### src/rtl/bus_ctrl_pkg.sv
// bus_ctrl_pkg: shared constants, FSM state type and select decoder for the bus transfer controller
package bus_ctrl_pkg;
  localparam int SEL_W = 4;
  localparam int NUM_REGS = 16;
  typedef enum logic [1:0] {IDLE, DRIVE, WRITE} state_t;
  function automatic logic [NUM_REGS-1:0] sel_onehot(input logic [SEL_W-1:0] sel);
    return NUM_REGS'(1) << sel;
  endfunction
endpackage

### src/rtl/rr_arbiter.sv
// rr_arbiter: combinational round-robin pick of the first set request at or after the pointer
//   i_req   : per-requester request vector
//   i_ptr   : requester index with highest priority this round
//   o_idx   : winning requester index (valid only when o_valid)
//   o_valid : any request present
module rr_arbiter #(
  parameter int NUM_REQ = 4,
  localparam int PW = (NUM_REQ > 1) ? $clog2(NUM_REQ) : 1
) (
  input  logic [NUM_REQ-1:0] i_req,
  input  logic [PW-1:0]      i_ptr,
  output logic [PW-1:0]      o_idx,
  output logic               o_valid
);
  logic [PW-1:0] w_cand;
  // Scan from the farthest candidate back to the pointer so the nearest set bit wins last.
  always_comb begin
    o_idx = '0;
    w_cand = '0;
    for (int k = NUM_REQ - 1; k >= 0; k--) begin
      w_cand = PW'((int'(i_ptr) + k) % NUM_REQ);
      if (i_req[w_cand]) o_idx = w_cand;
    end
  end
  assign o_valid = |i_req;
endmodule

### src/rtl/bus_xfer_ctrl.sv
// bus_xfer_ctrl: round-robin sequencer of register-to-register transfers over the shared bus
//   i_clk, i_rst         : clock, asynchronous active-high reset
//   i_req                : per-requester level request, held until o_done
//   i_src_sel/i_dst_sel  : per-requester source/destination, requester i at [i*SEL_W +: SEL_W]
//   o_grant              : one-hot winner during DRIVE and WRITE
//   o_done               : one-hot one-cycle pulse in WRITE
//   o_err                : pulse with o_done for a rejected write to register 0
//   o_sel                : bus mux select (latched source, holds while idle)
//   o_load_en            : one-hot destination load enable in WRITE
//   o_busy               : high while not IDLE
// Build option: define R0_PROTECT_EN to block writes to register 0 and flag them on o_err.
module bus_xfer_ctrl
  import bus_ctrl_pkg::*;
#(
  parameter int NUM_REQ = 4,
  localparam int PW = (NUM_REQ > 1) ? $clog2(NUM_REQ) : 1
) (
  input  logic                     i_clk,
  input  logic                     i_rst,
  input  logic [NUM_REQ-1:0]       i_req,
  input  logic [NUM_REQ*SEL_W-1:0] i_src_sel,
  input  logic [NUM_REQ*SEL_W-1:0] i_dst_sel,
  output logic [NUM_REQ-1:0]       o_grant,
  output logic [NUM_REQ-1:0]       o_done,
  output logic                     o_err,
  output logic [SEL_W-1:0]         o_sel,
  output logic [NUM_REGS-1:0]      o_load_en,
  output logic                     o_busy
);
  state_t r_state, w_next;
  logic [PW-1:0] r_ptr, r_win, w_win;
  logic w_valid, w_prot;
  logic [SEL_W-1:0] r_src, r_dst;
  rr_arbiter #(.NUM_REQ(NUM_REQ)) u_arb (
    .i_req  (i_req),
    .i_ptr  (r_ptr),
    .o_idx  (w_win),
    .o_valid(w_valid)
  );
  always_ff @(posedge i_clk or posedge i_rst) begin
    if (i_rst) r_state <= IDLE;
    else r_state <= w_next;
  end
  // The command is captured only in IDLE, so requester changes mid-transfer are ignored.
  always_ff @(posedge i_clk or posedge i_rst) begin
    if (i_rst) begin
      r_ptr <= '0;
      r_win <= '0;
      r_src <= '0;
      r_dst <= '0;
    end else begin
      if (r_state == IDLE && w_valid) begin
        r_win <= w_win;
        r_src <= i_src_sel[w_win*SEL_W +: SEL_W];
        r_dst <= i_dst_sel[w_win*SEL_W +: SEL_W];
      end
      if (r_state == WRITE) r_ptr <= (r_win == PW'(NUM_REQ - 1)) ? '0 : r_win + 1'b1;
    end
  end
  always_comb begin
    w_next = (r_state == IDLE) ? (w_valid ? DRIVE : IDLE) : (r_state == DRIVE) ? WRITE : IDLE;
  end
`ifdef R0_PROTECT_EN
  assign w_prot = (r_dst == '0);
`else
  assign w_prot = 1'b0;
`endif
  always_comb begin
    o_busy = (r_state != IDLE);
    o_grant = o_busy ? NUM_REQ'(1) << r_win : '0;
    o_done = (r_state == WRITE) ? NUM_REQ'(1) << r_win : '0;
    o_load_en = (r_state == WRITE && !w_prot) ? sel_onehot(r_dst) : '0;
    o_err = (r_state == WRITE) && w_prot;
    o_sel = r_src;
  end
endmodule

### config.mk
export PLATFORM = sky130hd
export DESIGN_NAME = bus_xfer_ctrl
export DESIGN_NICKNAME = d
export VERILOG_FILES = /design/src/rtl/bus_ctrl_pkg.sv /design/src/rtl/rr_arbiter.sv /design/src/rtl/bus_xfer_ctrl.sv
export SDC_FILE = /design/constraint.sdc
export NUM_CORES = 1
export LEC_CHECK = 0
export BUFFER_PORTS_ARGS = -buffer_cell sky130_fd_sc_hd__buf_2
export CORE_MARGIN = 3
export CORE_UTILIZATION = 42
export DETAILED_ROUTE_END_ITERATION = 10
export PLACE_DENSITY = 0.79
export SLEW_MARGIN = 5
export SYNTH_ARGS = -nofsm -noshare
export SYNTH_HDL_FRONTEND = slang
export SYNTH_HIERARCHICAL = 1
export SYNTH_SLANG_ARGS = --single-unit
### constraint.sdc
create_clock -name i_clk -period 2.75 [get_ports i_clk]
set_clock_uncertainty 0.15 [all_clocks]
set_input_delay 0.4125 -clock i_clk [delete_from_list [all_inputs] [get_ports i_clk]]
set_output_delay 0.4125 -clock i_clk [all_outputs]
set_load 0.05 [all_outputs]
==> results of run 1 <==
final timing paths:
kind	startpoint	endpoint	slack (ps)	depth (start not counted)
setup reg to reg	r_ptr[1]$_DFFE_PP0P_	r_dst[3]$_DFFE_PP0P_	490	5
hold / removal	i_rst	r_state[0]$_DFF_PP0_	1	2
min in group i_clk	o_sel[3]$_DFFE_PP0P_	o_sel[3]$_DFFE_PP0P_	370	1
max in group asynchronous	i_rst	o_sel[3]$_DFFE_PP0P_	2100	2
hold reg to reg	o_sel[3]$_DFFE_PP0P_	o_sel[3]$_DFFE_PP0P_	370	1
setup / recovery	r_state[0]$_DFF_PP0_	o_load_en[0]	400	3
kinds of logic (layout without fill, tap and decap cells):
group                    count (synthesis)  after routing  share of synthesized area [%]
multiplexers                            21             21                          33.10
other                                    1              1                         0.3493
AND/OR/NAND/NOR                         45             45                          22.73
buffers and inverters                    8             76                          4.195
AO/OA/AOI/OAI                            3              3                          2.331
adder cells (fa/ha/maj)                  4              4                          4.662
flip-flops                              14             14                          32.63
registers in the layout (all words and copies together) (netlist names):
name / count
r_dst: 4
o_sel: 4
r_win: 2
r_ptr: 2
r_state: 2
through the flow:
| step | utilization, % | worst slack (ps) |
|---|---|---|
| 2_1_floorplan | - | 151.4 |
| 3_3_place_gp | 61.63 | 512.7 |
| 3_5_place_dp | 61.63 | 399.1 |
| 4_1_cts | 63.19 | 395.9 |
| 5_1_grt | 63.19 | 324.6 |
| 6_report | 63.19 | 397.0 |
synth_stat cells, drive strengths merged (2+ instances only):
cell type	instances	area, um2
nor2b	5	31.28
nand2	3	11.26
ha	4	50.05
and2	4	25.02
a211oi	2	20.02
nor2	18	67.56
buf	4	30.02
mux4	8	180.2
mux2	12	165.2
nor3	4	20.02
dfrtp	14	350.3
inv	4	15.01
nand2b	4	25.02
nand4bb	2	22.52
nor3b	2	15.01
worst max-delay path, cell delays in order (launching register included):
cell and delay, ps:
dfrtp_1 460, or4b_1 600, nor3_1 160, buf_2 290
layer usage:
layer	routed length, um	GRT usage, %
met1	1113	21.45
met2	1306	29.87
met3	220	4.138
met4	19	6.102
met5	0	0
power by group through the flow:
stage               logic [uW]  clock network (uW)  registers [uW]
finish                    1110                 148             448
global route              1180                 162             470
CTS                       1120                 152             448
detailed placement        1110                   0             449
global placement          1080                   0             441
floorplan                  813                   0             522
layout make-up:
cell class | count | area (um2)
clock buffers | 4 | 36.28
flip-flops and latches | 14 | 350.3
inverters | 4 | 15.01
fillers | 194 | 853.3
multi-input cells | 74 | 683.2
repair buffers | 68 | 345.3
well taps | 28 | 35.03
==> results.toml, run 1 <==
[run_status]
status = "finished clean"

[die]
die_area_um2 = 3198
core_um2 = 2318
die_h_um = 56.56
start_util_pct = 46.30
io_pins = 68
num_rows = 17
die_width_um = 56.56

[clock_tree]
ctsResizeCount = 0
clk_pin_slew_worst_paths_ps = 90
cts_root_buf = "clkbuf_4"
clk_path_buf_depth = 2
cts_tree = "built"
cts_num_sinks = 14
clock_latency_ps = 280
h-tree-depth = 1
cts-buffers-inserted = 3
hold_buffers = 0
post-cts-setup-buffer-count = 0

[power]
pwr-share-clk_pct = 8.7
p_leak_uw = 0.0007710
worst_ir_drop_vdd_mv = 0.6709
powerDensity_nw_per_um2 = 1162
swShare_pct = 49.17
switching_power_uw = 837.2
seq_power_share_pct = 26.3
p_int_uw = 865.4
p_comb_share_pct = 65.0
power_uw = 1703

[global_routing]
grt_max_degree = 15
grt_pass1_vias = 1003
track_usage_pct = 17.53
grt_overflow = 0
grt_pass1_wl_mm = 4.381
antenna_found_initial = 0

[placement]
post-place-cells = 188
portBuffers = 66
hpwl_mm = 2.195
gp_congestion = 0.8502
dpl_cell_area_um2 = 1429

[logic_synthesis]
syn-mean-instance-area_um2 = 11.18
synth_cell_type_count = 25
yosys_most_used_dff = "dfrtp_1"
synth-seq-cells = 14
ys_warn_count = 6
async_flop_share_pct = 100.0
synth_edf_count = 0
netlist_area_um2 = 1074
synthesis.nets = 138
ys_seq_area_share_pct = 32.63
netlist_instances = 96

[final_layout]
antennaDiodeCount = 0
layout_common_cells = "buf_2 (66), nor2_1 (18), dfrtp_1 (14)"
syn_to_final_growth_pct = 36.48
design_area_um2 = 1465
layout_commonest_cell = "buf_2"
fin_nets = 207
final_cell_count_no_fill = 192
drive_gt1_share_pct = 57.32

[routing]
viasPerCell = 5.115
drc = 0
postRouteAntennaNets = 0
vias = 982
dr.first_iter.drc_count = 16
drt_pass1_iterations = 2
avgRoutedWirePerCell_um = 13.85
wl_mm = 2.659

[worst_setup_path]
cp_data_required_time_ps = 2190
cp_max_fo = 8
start_kind = "flop"
crit_type = "flop to primary output"
arrival_ps = 1790
end_kind = "primary output"

[sta]
hold_violations = 0
max_freq_mhz = 425.0
whs_ps = 1.496
report.final.slew_viol_count = 0
finalSetupViolations = 0
fin_setup_tns_ps = 0
fin_crit_ps = 2353
finalCritPeriodShare_pct = 85.56
relSlewSlack_pct = 53.21
rsz0062_at_grt = "false"
tightest_slew_ps = 699.3

[job]
maxCapViolCount = 0

[worst_hold_path]
hold_path_class = "primary input to async pin"
(Power assumes the default switching activity.)
==> inputs of run 2 (changes only) <==
CORE_UTILIZATION = 38   (was 42)
PLACE_DENSITY = 0.76   (was 0.79)
clock period = 2.1 ns   (was 2.75 ns; I/O delays follow)
==> run 2 against run 1 <==
  * Final cell count is 5.7% higher
  * Critical path type unchanged
  * Count of clock-buffer cells in the layout stayed put
  * Via count is 5.4% higher
  * Largest power group unchanged
  * Critical path depth stayed put
  * Total power is 45% higher
  * Sequential power is 31% higher
  * Die area is 9.4% higher
  * Combinational power is 51% higher
==> results.toml, run 2 (synthesis results as in run 1) <==
[worst_setup_path]
crit_slowest_cell = "or4b_4"
reg2reg_slack_ps = 7
cp_data_required_time_ps = 1630
crit_chain = "or4b_4, nor2_2, buf_6"
end_kind = "primary output"
slowest_delay_ps = 590
arrival_ps = 1630
worstReg2RegStart = "r_ptr[1]$_DFFE_PP0P_"
cp_num_buf_inv = 1
start_kind = "flop"
r2r_cells = 7
cp_top_family = "simple AND/OR/NAND/NOR gates"
crit_type = "flop to primary output"
worstReg2RegEnd = "o_sel[0]$_DFFE_PP0P_"
cp_max_fo = 5

[final_layout]
fill_cells = 213
final_cell_count_no_fill = 203
drive_gt1_share_pct = 64.74
layout_commonest_cell = "buf_2"
layout_common_cells = "buf_2 (53), nor2_1 (15), dfrtp_1 (13)"
antennaDiodeCount = 0
syn_to_final_growth_pct = 54.43
fin_nets = 216

[worst_hold_path]
hold_path_startpoint = "i_dst_sel[8]"
whs_endpoint = "r_dst[0]$_DFFE_PP0P_"
holdPathStages = 3
hold_path_class = "primary input to flop"

[routing]
vias = 1035
viasPerCell = 5.099
dr.first_iter.drc_count = 38
drc = 0
wl_mm = 3.148
avgRoutedWirePerCell_um = 15.51
postRouteAntennaNets = 0
drt_pass1_iterations = 4

[placement]
portBuffers = 66
gp_congestion = 0.7207
hpwl_mm = 2.341
pre_cts_slack_ps = -12.93
post-place-cells = 194

[sta]
hold_violations = 0
fin_crit_ps = 2093
tightest_slew_ps = 523.7
rsz0062_at_grt = "true"
finalSetupViolations = 0
report.final.slew_viol_count = 0
layout_setup_ws_ps = 7.025
max_freq_mhz = 477.8
relSlewSlack_pct = 65.05
finalCritPeriodShare_pct = 99.67

[power]
p_int_uw = 1280
powerDensity_nw_per_um2 = 1488
switching_power_uw = 1186
swShare_pct = 48.09
p_comb_share_pct = 68.2
seq_power_share_pct = 23.9
worst_ir_drop_vdd_mv = 1.360
pwr-share-clk_pct = 7.9
p_leak_uw = 0.0008301

[run_status]
status = "finished clean"

[global_routing]
track_usage_pct = 17.65
antenna_found_initial = 0
grt_pass1_vias = 1077
grt_pass1_wl_mm = 4.643
grt_max_degree = 15
grt_overflow = 0

[die]
io_pins = 68
die_area_um2 = 3499
num_rows = 18
die_h_um = 59.15
core_um2 = 2590
die_width_um = 59.15
start_util_pct = 41.45

[clock_tree]
clock_latency_ps = 280
clk_pin_slew_worst_paths_ps = 90
cts_tree = "built"
h-tree-depth = 1
cts-buffers-inserted = 3
clk_path_buf_depth = 2
cts_root_buf = "clkbuf_4"
cts_num_sinks = 14

[job]
maxCapViolCount = 0
run 2: changes by cell type in the layout (fill, tap and decap cells not counted), moves of 3 or more:
cell | before | now
nor3_1 | 4 | 0
buf_2 | 66 | 53
nor2_2 | 0 | 3
nor3_2 | 0 | 3
buf_6 | 0 | 4
buf_4 | 2 | 8
nor2_1 | 18 | 15
clkbuf_4 | 3 | 12
run 2: cell type report:
cell class	count	area (um2)	area share [%]
Inverter	4	15.01	0.9057
Tap cell	30	37.54	2.264
Multi-Input combinational cell	74	724.4	43.70
Sequential cell	14	351.6	21.21
Timing Repair Buffer	77	493.0	29.74
Clock buffer	4	36.28	2.189
run 2: per-layer routing:
layer | GRT usage (%) | share of wire [%] | up-vias
met5 | 0 | 0 | -
met4 | 7.120 | 1.8 | 0
met3 | 3.268 | 5.7 | 7
met2 | 32.02 | 55 | 44
met1 | 20.19 | 37 | 492
li1 | - | - | 492
run 2: metrics by stage:
stage	hold slack [ps]	power [uW]	TNS [ps]	utilization [%]	area (um2)
floorplan	54.22	1765	-60.15	-	1094
global placement	211.9	2079	0	57.68	1494
detailed placement	224.6	2146	-23.72	57.68	1494
CTS	324.3	2352	0	60.14	1558
global route	314.4	2621	-847.7	64.01	1658
finish	321.3	2466	0	64.01	1658
run 2: power by group through the flow:
| stage | sequential [uW] | combinational [uW] | clock, uW |
|---|---|---|---|
| after global placement | 566 | 1510 | 0 |
| after floorplan | 696 | 1070 | 0 |
| after global routing | 610 | 1800 | 216 |
| after detailed placement | 575 | 1570 | 0 |
| final | 589 | 1680 | 195 |
| after CTS | 576 | 1580 | 195 |
run 2: worst max-delay path by stage:
stage,startpoint,end,slack (ps),cells past startpoint
after floorplan,r_state[0]$_DFF_PP0_,o_load_en[1],-20,2
after global placement,r_ptr[1]$_DFFE_PP0P_,o_sel[2]$_DFFE_PP0P_,60,5
after detailed placement,r_ptr[1]$_DFFE_PP0P_,o_sel[2]$_DFFE_PP0P_,-10,5
after CTS,r_ptr[1]$_DFFE_PP0P_,o_sel[2]$_DFFE_PP0P_,2,6
after global routing,r_state[0]$_DFF_PP0_,o_load_en[6],-60,4
final,r_dst[2]$_DFFE_PP0P_,o_load_en[1],7,3
run 2: worst min-delay path, cell delays in order:
cell and delay, ps:
buf_2 70, mux4_2 210, mux2_4 130
run 2: timing repair:
item / CTS / global route
endpoints found under the setup margin: 12 / 21
hold buffers: 1 / 0
buffers inserted: 0 / 3
gates cloned: 0 / 1
resized for setup: 6 / 18
endpoints found under the hold margin: 14 / 0
pin swaps: 1 / 1
==> inputs of run 3 (changes only) <==
REMOVE_ABC_BUFFERS = 1   (was not set)
==> run 3 against run 2 <==
  * Final cell count shrank 2.0%
  * Largest power group unchanged
  * Critical path depth rose by 2
  * Combinational power shrank 7%
  * Flip-flop and latch count is the same
  * Worst setup slack got worse by 7.7 ps
  * Via count decreased by 3.3%
  * Fmax fell by 0.37%
  * The flow now finishes with violations (setup timing)
  * Sequential power fell by 4.6%
  * Core utilization shrank 3.8 points
  * Clock power hardly changed
  * Worst hold slack improved by 9.3 ps
  * Count of clock-buffer cells in the layout is the same
==> results.toml, run 3 (synthesis results as in run 1) <==
[routing]
viasPerCell = 5.030
dr.first_iter.drc_count = 30
vias = 1001
avgRoutedWirePerCell_um = 13.62
drt_pass1_iterations = 4
postRouteAntennaNets = 0
drc = 0
wl_mm = 2.710

[global_routing]
grt_pass1_wl_mm = 4.305
grtUsageMet3_pct = 3.704
grt_overflow = 0
gr-max-usage-layer = "met2"
met2_usage_pct = 27.60
grt_max_degree = 15
antenna_found_initial = 0
grtUsageMet1_pct = 20.41
grt_pass1_vias = 993
track_usage_pct = 16.48

[die]
io_pins = 68
die_h_um = 59.15
core_um2 = 2590
start_util_pct = 41.45
num_rows = 18
die_width_um = 59.15
die_area_um2 = 3499

[clock_tree]
clk_pin_slew_worst_paths_ps = 90
cts_root_buf = "clkbuf_4"
h-tree-depth = 1
clock_latency_ps = 270
cts-buffers-inserted = 3
cts_num_sinks = 14
cts_tree = "built"
clk_path_buf_depth = 2

[worst_setup_path]
crit_chain = "mux2i_1, a211oi_2, buf_6, mux4_2, mux2_4"
crit_type = "flop to flop"
cp_data_required_time_ps = 2110
reg2reg_slack_ps = -0.7
worstReg2RegStart = "r_ptr[1]$_DFFE_PP0P_"
crit_slowest_cell = "mux4_2"
end_kind = "flop"
start_kind = "flop"
cp_max_fo = 9
slowest_delay_ps = 510
arrival_ps = 2110
cp-startpoint = "r_ptr[1]$_DFFE_PP0P_"

[worst_hold_path]
hold_path_class = "primary input to flop"
hold_path_startpoint = "i_dst_sel[3]"

[final_layout]
layout_commonest_cell = "buf_2"
drive_gt1_share_pct = 61.54
fill_cells = 223
fin_nets = 212
syn_to_final_growth_pct = 45.34
layout_common_cells = "buf_2 (57), nor2_1 (17), dfrtp_1 (13)"
antennaDiodeCount = 0
design_area_um2 = 1560
final_util_pct = 60.24

[sta]
fin_crit_ps = 2101
report.final.slew_viol_count = 0
tightest_slew_ps = 531.7
max_freq_mhz = 476.0
rsz0062_at_grt = "true"
whs_ps = 330.6
finalCritPeriodShare_pct = 100.0
layout_setup_ws_ps = -0.7054
relSlewSlack_pct = 64.52
hold_violations = 0
finalSetupViolations = 1

[job]
maxCapViolCount = 0

[placement]
pre_cts_slack_ps = -148.3
dpl_cell_area_um2 = 1461
portBuffers = 66
gp_congestion = 0.7353
hpwl_mm = 2.245

[power]
power_uw = 2326
worst_ir_drop_vdd_mv = 1.141
powerDensity_nw_per_um2 = 1491
p_leak_uw = 0.0007978

[run_status]
violations = "setup timing"
status = "complete, but fails checks"
run 3: final timing paths:
| path | to | cells past startpoint |
|---|---|---|
| max | r_dst[2]$_DFFE_PP0P_ | 5 |
| min | r_dst[3]$_DFFE_PP0P_ | 3 |
| max reg2reg | r_dst[2]$_DFFE_PP0P_ | 5 |
| min reg2reg | o_sel[3]$_DFFE_PP0P_ | 1 |
| max in group asynchronous | r_ptr[1]$_DFFE_PP0P_ | 3 |
| min in group asynchronous | o_sel[0]$_DFFE_PP0P_ | 3 |
run 3: timing repair:
item / 4_1_cts / 5_1_grt
endpoints found under the setup margin: 12 / 16
pin swaps: 0 / 0
hold buffers: 1 / 0
resized for setup: 4 / 17
endpoints found under the hold margin: 14 / 0
setup buffers: 0 / 0
run 3: where the power goes:
part           switching (uW)  internal [uW]
Combinational             887            684
Sequential                149            414
Clock                    86.3            105
Total                    1120           1200
run 3: per-stage QoR:
step / std cells / TNS (ps)
final: 199 / -0.7054
after CTS: 199 / -73.93
after detailed placement: 194 / -1096
after global routing: 199 / -630.5
after global placement: 194 / -479.9
after floorplan: 92 / -3363
run 3: area by class of cell:
class                   count  area (um2)  share of cell area (%)
repair buffers             73       415.4                   26.62
multi-input cells          74       704.4                   45.15
clock buffers               4       36.28                   2.326
inverters                   4       15.01                  0.9623
flip-flops and latches     14       351.6                   22.53
well taps                  30       37.54                   2.406
run 3: routing by layer:
metal / up-vias / share of wire, %
met5: - / 0
met2: 59 / 48
met1: 454 / 41
li1: 486 / -
met4: 0 / 0.77
met3: 2 / 11
run 3: worst max-delay path, delay by kind of cell (launching register included):
| kind | cells | cell delay, ps |
|---|---|---|
| AO/OA/AOI/OAI | 1 | 270 |
| flip-flops | 1 | 450 |
| multiplexers | 3 | 920 |
| buffers and inverters | 1 | 200 |
